File: src/rtl/uart_msg_rx_pkg.sv
// Shared definitions for the UART message receiver: frame constants, state
// encodings and the message address map used by the synth and DAC decoders.
package uart_msg_rx_pkg;

  localparam logic [7:0]  SYNC_BYTE           = 8'hA5;
  localparam int          FRAME_PAYLOAD_BYTES = 8;

  // Address map shared with the ks_guitar and dac decoders
  localparam logic [31:0] MSG_ADDR_SYNTH_BASE = 32'h0000_0000;
  localparam logic [31:0] MSG_ADDR_DAC_BASE   = 32'h0000_1000;

  typedef enum logic [1:0] {
    P_HUNT,
    P_ADDR,
    P_DATA,
    P_CSUM
  } parser_state_e;

  typedef enum logic [1:0] {
    RX_IDLE,
    RX_START,
    RX_DATA,
    RX_STOP
  } rx_state_e;

  function automatic logic [7:0] csum_fold(input logic [7:0] acc, input logic [7:0] b);
    return acc ^ b;
  endfunction

endpackage

File: src/rtl/uart_rx_byte.sv
// UART byte receiver: 2-FF synchronizer, arming after line-high, and a
// start/data/stop sampler that flags good bytes or framing errors.
module uart_rx_byte
  import uart_msg_rx_pkg::*;
#(
  parameter int CLKS_PER_BIT = 434
) (
  input  logic       clk,
  input  logic       rst_n,
  input  logic       rx,
  output logic       byte_valid,
  output logic [7:0] byte_data,
  output logic       framing_err,
  output logic       rx_idle
);

  localparam logic [15:0] HALF_BIT = 16'(CLKS_PER_BIT / 2);
  localparam logic [15:0] FULL_M1  = 16'(CLKS_PER_BIT - 1);

  rx_state_e   state_reg, state_next;
  logic        rx_meta_reg, rxs_reg;
  logic        armed_reg, armed_next;
  logic [15:0] cnt_reg, cnt_next;
  logic [2:0]  bit_reg, bit_next;
  logic [7:0]  shift_reg, shift_next;
  logic        valid_reg, valid_next;
  logic        ferr_reg, ferr_next;

  always_ff @(posedge clk or negedge rst_n) begin
    if (!rst_n) begin
      rx_meta_reg <= 1'b0;
      rxs_reg     <= 1'b0;
      state_reg   <= RX_IDLE;
      armed_reg   <= 1'b0;
      cnt_reg     <= '0;
      bit_reg     <= '0;
      shift_reg   <= '0;
      valid_reg   <= 1'b0;
      ferr_reg    <= 1'b0;
    end else begin
      rx_meta_reg <= rx;
      rxs_reg     <= rx_meta_reg;
      state_reg   <= state_next;
      armed_reg   <= armed_next;
      cnt_reg     <= cnt_next;
      bit_reg     <= bit_next;
      shift_reg   <= shift_next;
      valid_reg   <= valid_next;
      ferr_reg    <= ferr_next;
    end
  end

  always_comb begin
    state_next = state_reg;
    armed_next = armed_reg | rxs_reg;
    cnt_next   = cnt_reg;
    bit_next   = bit_reg;
    shift_next = shift_reg;
    valid_next = 1'b0;
    ferr_next  = 1'b0;
    case (state_reg)
      RX_IDLE: begin
        // Armed implies the line was high before, so low here is a falling edge
        if (armed_reg && !rxs_reg) begin
          state_next = RX_START;
          cnt_next   = HALF_BIT;
        end
      end
      RX_START: begin
        if (cnt_reg == '0) begin
          if (!rxs_reg) begin
            state_next = RX_DATA;
            cnt_next   = FULL_M1;
            bit_next   = '0;
          end else begin
            state_next = RX_IDLE;
          end
        end else begin
          cnt_next = cnt_reg - 16'd1;
        end
      end
      RX_DATA: begin
        if (cnt_reg == '0) begin
          shift_next = {rxs_reg, shift_reg[7:1]};
          bit_next   = bit_reg + 3'd1;
          cnt_next   = FULL_M1;
          if (bit_reg == 3'd7) state_next = RX_STOP;
        end else begin
          cnt_next = cnt_reg - 16'd1;
        end
      end
      RX_STOP: begin
        if (cnt_reg == '0) begin
          state_next = RX_IDLE;
          if (rxs_reg) begin
            valid_next = 1'b1;
          end else begin
            ferr_next  = 1'b1;
            armed_next = 1'b0;
          end
        end else begin
          cnt_next = cnt_reg - 16'd1;
        end
      end
      default: state_next = RX_IDLE;
    endcase
  end

  assign byte_valid  = valid_reg;
  assign byte_data   = shift_reg;
  assign framing_err = ferr_reg;
  assign rx_idle     = (state_reg == RX_IDLE);

endmodule

File: src/rtl/uart_msg_rx.sv
// Frame parser on top of the UART byte receiver: sync hunt, addr/data capture,
// XOR checksum, inter-byte timeout and the single-cycle msg write strobe.
module uart_msg_rx
  import uart_msg_rx_pkg::*;
#(
  parameter int CLKS_PER_BIT = 434,
  parameter int TIMEOUT_BITS = 32
) (
  input  logic        clk,
  input  logic        rst_n,
  input  logic        rx,
  output logic        msg_en,
  output logic [31:0] msg_addr,
  output logic [31:0] msg,
  output logic        frame_err,
  output logic        busy
);

  localparam logic [31:0] TIMEOUT_LIMIT_M1 = 32'(TIMEOUT_BITS * CLKS_PER_BIT - 1);

  logic       byte_valid, framing_err, rx_idle;
  logic [7:0] byte_data;

  uart_rx_byte #(
    .CLKS_PER_BIT(CLKS_PER_BIT)
  ) u_rx_byte (
    .clk        (clk),
    .rst_n      (rst_n),
    .rx         (rx),
    .byte_valid (byte_valid),
    .byte_data  (byte_data),
    .framing_err(framing_err),
    .rx_idle    (rx_idle)
  );

  parser_state_e pstate_reg, pstate_next;
  logic [2:0]    idx_reg, idx_next;
  logic [31:0]   addr_sr_reg, addr_sr_next;
  logic [31:0]   data_sr_reg, data_sr_next;
  logic [7:0]    csum_reg, csum_next;
  logic [31:0]   idle_cnt_reg, idle_cnt_next;
  logic          msg_en_reg, msg_en_next;
  logic          frame_err_reg, frame_err_next;
  logic [31:0]   msg_addr_reg, msg_addr_next;
  logic [31:0]   msg_reg, msg_next;
  logic          timeout;

  always_ff @(posedge clk or negedge rst_n) begin
    if (!rst_n) begin
      pstate_reg    <= P_HUNT;
      idx_reg       <= '0;
      addr_sr_reg   <= '0;
      data_sr_reg   <= '0;
      csum_reg      <= '0;
      idle_cnt_reg  <= '0;
      msg_en_reg    <= 1'b0;
      frame_err_reg <= 1'b0;
      msg_addr_reg  <= '0;
      msg_reg       <= '0;
    end else begin
      pstate_reg    <= pstate_next;
      idx_reg       <= idx_next;
      addr_sr_reg   <= addr_sr_next;
      data_sr_reg   <= data_sr_next;
      csum_reg      <= csum_next;
      idle_cnt_reg  <= idle_cnt_next;
      msg_en_reg    <= msg_en_next;
      frame_err_reg <= frame_err_next;
      msg_addr_reg  <= msg_addr_next;
      msg_reg       <= msg_next;
    end
  end

  // Any receiver activity (including a START entry) restarts the idle window
  assign timeout = (pstate_reg != P_HUNT) && rx_idle && (idle_cnt_reg == TIMEOUT_LIMIT_M1);

  always_comb begin
    pstate_next    = pstate_reg;
    idx_next       = idx_reg;
    addr_sr_next   = addr_sr_reg;
    data_sr_next   = data_sr_reg;
    csum_next      = csum_reg;
    msg_en_next    = 1'b0;
    frame_err_next = 1'b0;
    msg_addr_next  = msg_addr_reg;
    msg_next       = msg_reg;
    if (pstate_reg == P_HUNT || !rx_idle) idle_cnt_next = '0;
    else                                  idle_cnt_next = idle_cnt_reg + 32'd1;

    if (framing_err) begin
      if (pstate_reg != P_HUNT) frame_err_next = 1'b1;
      pstate_next = P_HUNT;
    end else if (timeout) begin
      frame_err_next = 1'b1;
      pstate_next    = P_HUNT;
      idle_cnt_next  = '0;
    end else if (byte_valid) begin
      case (pstate_reg)
        P_HUNT: begin
          if (byte_data == SYNC_BYTE) begin
            pstate_next = P_ADDR;
            idx_next    = '0;
            csum_next   = '0;
          end
        end
        P_ADDR: begin
          addr_sr_next = {addr_sr_reg[23:0], byte_data};
          csum_next    = csum_fold(csum_reg, byte_data);
          idx_next     = idx_reg + 3'd1;
          if (idx_reg == 3'd3) pstate_next = P_DATA;
        end
        P_DATA: begin
          data_sr_next = {data_sr_reg[23:0], byte_data};
          csum_next    = csum_fold(csum_reg, byte_data);
          idx_next     = idx_reg + 3'd1;
          if (idx_reg == 3'(FRAME_PAYLOAD_BYTES - 1)) pstate_next = P_CSUM;
        end
        P_CSUM: begin
          pstate_next = P_HUNT;
          if (byte_data == csum_reg) begin
            msg_en_next   = 1'b1;
            msg_addr_next = addr_sr_reg;
            msg_next      = data_sr_reg;
          end else begin
            frame_err_next = 1'b1;
          end
        end
        default: pstate_next = P_HUNT;
      endcase
    end
  end

  assign msg_en    = msg_en_reg;
  assign msg_addr  = msg_addr_reg;
  assign msg       = msg_reg;
  assign frame_err = frame_err_reg;
  assign busy      = (pstate_reg != P_HUNT);

endmodule
File: config.mk
export PLATFORM = sky130hd
export DESIGN_NAME = uart_msg_rx
export DESIGN_NICKNAME = d
export VERILOG_FILES = /design/src/rtl/uart_msg_rx_pkg.sv /design/src/rtl/uart_rx_byte.sv /design/src/rtl/uart_msg_rx.sv
export SDC_FILE = /design/constraint.sdc
export NUM_CORES = 1
export LEC_CHECK = 0
export ABC_AREA = 0
export BUFFER_PORTS_ARGS = -buffer_cell sky130_fd_sc_hd__buf_2
export CORE_MARGIN = 2
export CORE_UTILIZATION = 65
export CTS_BUF_LIST = sky130_fd_sc_hd__clkbuf_4
export DETAILED_ROUTE_END_ITERATION = 8
export GPL_TIMING_DRIVEN = 0
export HOLD_SLACK_MARGIN = 0.08
export PLACE_DENSITY = 0.92
export SYNTH_ARGS = -nofsm -noshare
export SYNTH_HDL_FRONTEND = slang
export SYNTH_SLANG_ARGS = --single-unit
export TNS_END_PERCENT = 10
File: constraint.sdc
create_clock -name clk -period 7.6 [get_ports clk]
set_clock_uncertainty 0.15 [all_clocks]
set_input_delay 0.76 -clock clk [delete_from_list [all_inputs] [get_ports clk]]
set_output_delay 0.76 -clock clk [all_outputs]
set_load 0.02 [all_outputs]
==> results_dict.tcl <==
set metrics [dict create \
    status "finished, final reports clean" \
    hp-class "register to register" \
    grtUsageMet1 0.351 \
    ys_warn_count 0 \
    routed_wl_mm 19.7 \
    critical_path.startpoint_type "register" \
    clk_latency_ns 0.62 \
    rsz0062_at_grt "no" \
    core_area_um2 13900 \
    cp.arrival_ns 3.41 \
    layout_common_cells "209 x dfrtp_1, 116 x mux2_2, 75 x buf_2" \
    htreeDepth 2 \
    critPathMaxFanout 10 \
    via_per_inst 5.90 \
    cts_buffers 52 \
    start_util 0.664 \
    crit_type "register to register" \
    use_met3 0.0507 \
    p_leak_nw 5.32 \
    gr-usage-met2 0.454 \
    ios 70 \
    cts_setup_buffers 0 \
    fmax_mhz 326 \
    max_cap_viol_count 0 \
    period_minus_slack_ns 3.07 \
    ys_seq_elements 209 \
    port_buffers 69 \
    syn-num-nets 752 \
    worstSetupEndpointType "register" \
    num_antenna_cells 0 \
    tightest_slew_ns 0.983 \
    synth_cells 731 \
    netlist_area_um2 9220 \
    fin_nets 878 \
    die_area_um2 15200 \
    fin_crit_sh 0.404 \
    drive_above_1_share 0.333 \
    areaGrowthSynthToFinish_pct 14.1 \
    die_h_um 123 \
    clock-sinks 209 \
    route.detailed.drc 0 \
    grt_pass1_wl_mm 32.2 \
    cts_root_buf "clkbuf_4" \
    drtIter0Drc 381 \
    antenna_found_initial 0 \
    gr-total-overflow 0 \
    ant_nets 0 \
    grt_pass1_vias 6536 \
    grt_usage 0.270 \
    final_common_cell "dfrtp_1" \
    yosys.cell_types.count 62 \
    clk_pin_slew_ns 0.06 \
    slew_headroom 0.336 \
    synth_edf_count 0 \
    placementRows 43 \
    place_ws_ns 4.67 \
    synth_ff_type "dfrtp_1" \
    yosysSeqAreaShare 0.567 \
    die_w_um 123 \
    avgSynthCellArea_um2 12.6 \
    clockBufferDepth 3 \
    slew_violations 0 \
    tns_ns 0 \
    drtPass1Iterations 5 \
    async_reset_ff_frac 1.00 \
    cts_tree "done" \
    vdd_drop_max_mv 0.121 \
    final_hold_viol_count 0 \
    required_ns 7.94 \
    grt_max_degree 111 \
    dp_hpwl_mm 13.1 \
    setup_viol 0 \
    place.gp.congestion 0.918 \
    fin_ws_ns 4.53 \
    grt_busiest_layer "met2" \
    power_per_cell_area_nw_per_um2 233 \
    drt-wirelength-per-cell_um 18.3 \
    vias 6368 \
]
[cells in the mapped netlist (10+ instances only)]
cell type / instances / area (um2)
dfrtp_1: 209 / 5230
mux2_2: 116 / 1310
nor2_1: 48 / 180
o21ai_0: 28 / 140
nand2_1: 25 / 93.8
inv_1: 23 / 86.3
mux2_1: 21 / 236
ha_1: 18 / 225
xnor2_1: 18 / 158
a21oi_1: 17 / 85.1
nor3_1: 17 / 85.1
xor2_1: 17 / 149
clkbuf_1: 14 / 52.6
nand3_1: 14 / 70.1
nor4_1: 13 / 81.3
o31ai_1: 11 / 82.6
or4_1: 10 / 75.1
[layer usage]
layer,vias to the layer above,part of all wire
met1,3198,0.42
li1,2894,-
met2,228,0.51
met5,-,0
met4,0,0.023
met3,48,0.052
[area by class of cell]
cell class              count  area [um2]
multi-input cells         467        3700
flip-flops and latches    209        5230
clock buffers              73         548
fillers                   774        3360
repair buffers             72         403
clock inverters            23         120
inverters                  24        90.1
plain buffers              31         196
well taps                 180         225
[power by group]
part           total (mW)  switching (mW)  internal (mW)  leakage [nW]
combinational       0.338           0.209          0.129          2.04
sequential           1.18          0.0371           1.14          2.89
clock               0.935           0.454          0.481         0.392
total                2.45           0.700           1.75          5.32
[worst max-delay path: stages (launching register included)]
cell	delay, ns
dfrtp_1	0.44
inv_1	0.12
ha_1	0.30
nor2b_1	0.22
nand4_1	0.19
o311ai_0	0.85
clkbuf_1	0.41
o31ai_1	0.15
o21ai_0	0.12
[worst paths after layout]
kind	startpoint	end	slack [ns]	cells after the start
max	pstate_reg[0]	csum_reg[5]	4.53	8
min	u_rx_byte.rx_meta_reg	u_rx_byte.rxs_reg	0.21	0
max reg2reg	pstate_reg[0]	csum_reg[5]	4.53	8
min reg2reg	u_rx_byte.rx_meta_reg	u_rx_byte.rxs_reg	0.21	0
max in group asynchronous	rst_n	idle_cnt_reg[25]	5.72	3
min in group asynchronous	rst_n	msg[17]	0.60	2
[repair_timing]
item | 4_1_cts | 5_1_grt
hold endpoints to repair | 100 | 0
hold buffers | 2 | 0
gates resized for setup | 0 | 0
[stage by stage]
step                std cells   util  cell area (um2)  hold slack, ns  total power [mW]
floorplan                 731      -             9220           0.181              1.44
global placement          980  0.705             9790           0.184              1.50
detailed placement        981  0.708             9830           0.191              1.53
CTS                      1079  0.758            10500           0.213              2.46
global route             1079  0.758            10500           0.219              2.58
finish                   1079  0.758            10500           0.210              2.45
[kinds of logic (layout without fill, tap and decap cells)]
group	Yosys count	in the layout	synth area share
DFF	209	209	0.567
and+or+nand+nor	182	182	0.105
muxes	140	140	0.171
AOI/OAI and AO/OA	92	92	0.0685
buffers and inverters	55	223	0.0311
xor gates and xnor gates	35	35	0.0332
adders and majority gates	18	18	0.0244
No activity file was read; power rests on OpenSTA's default activity.
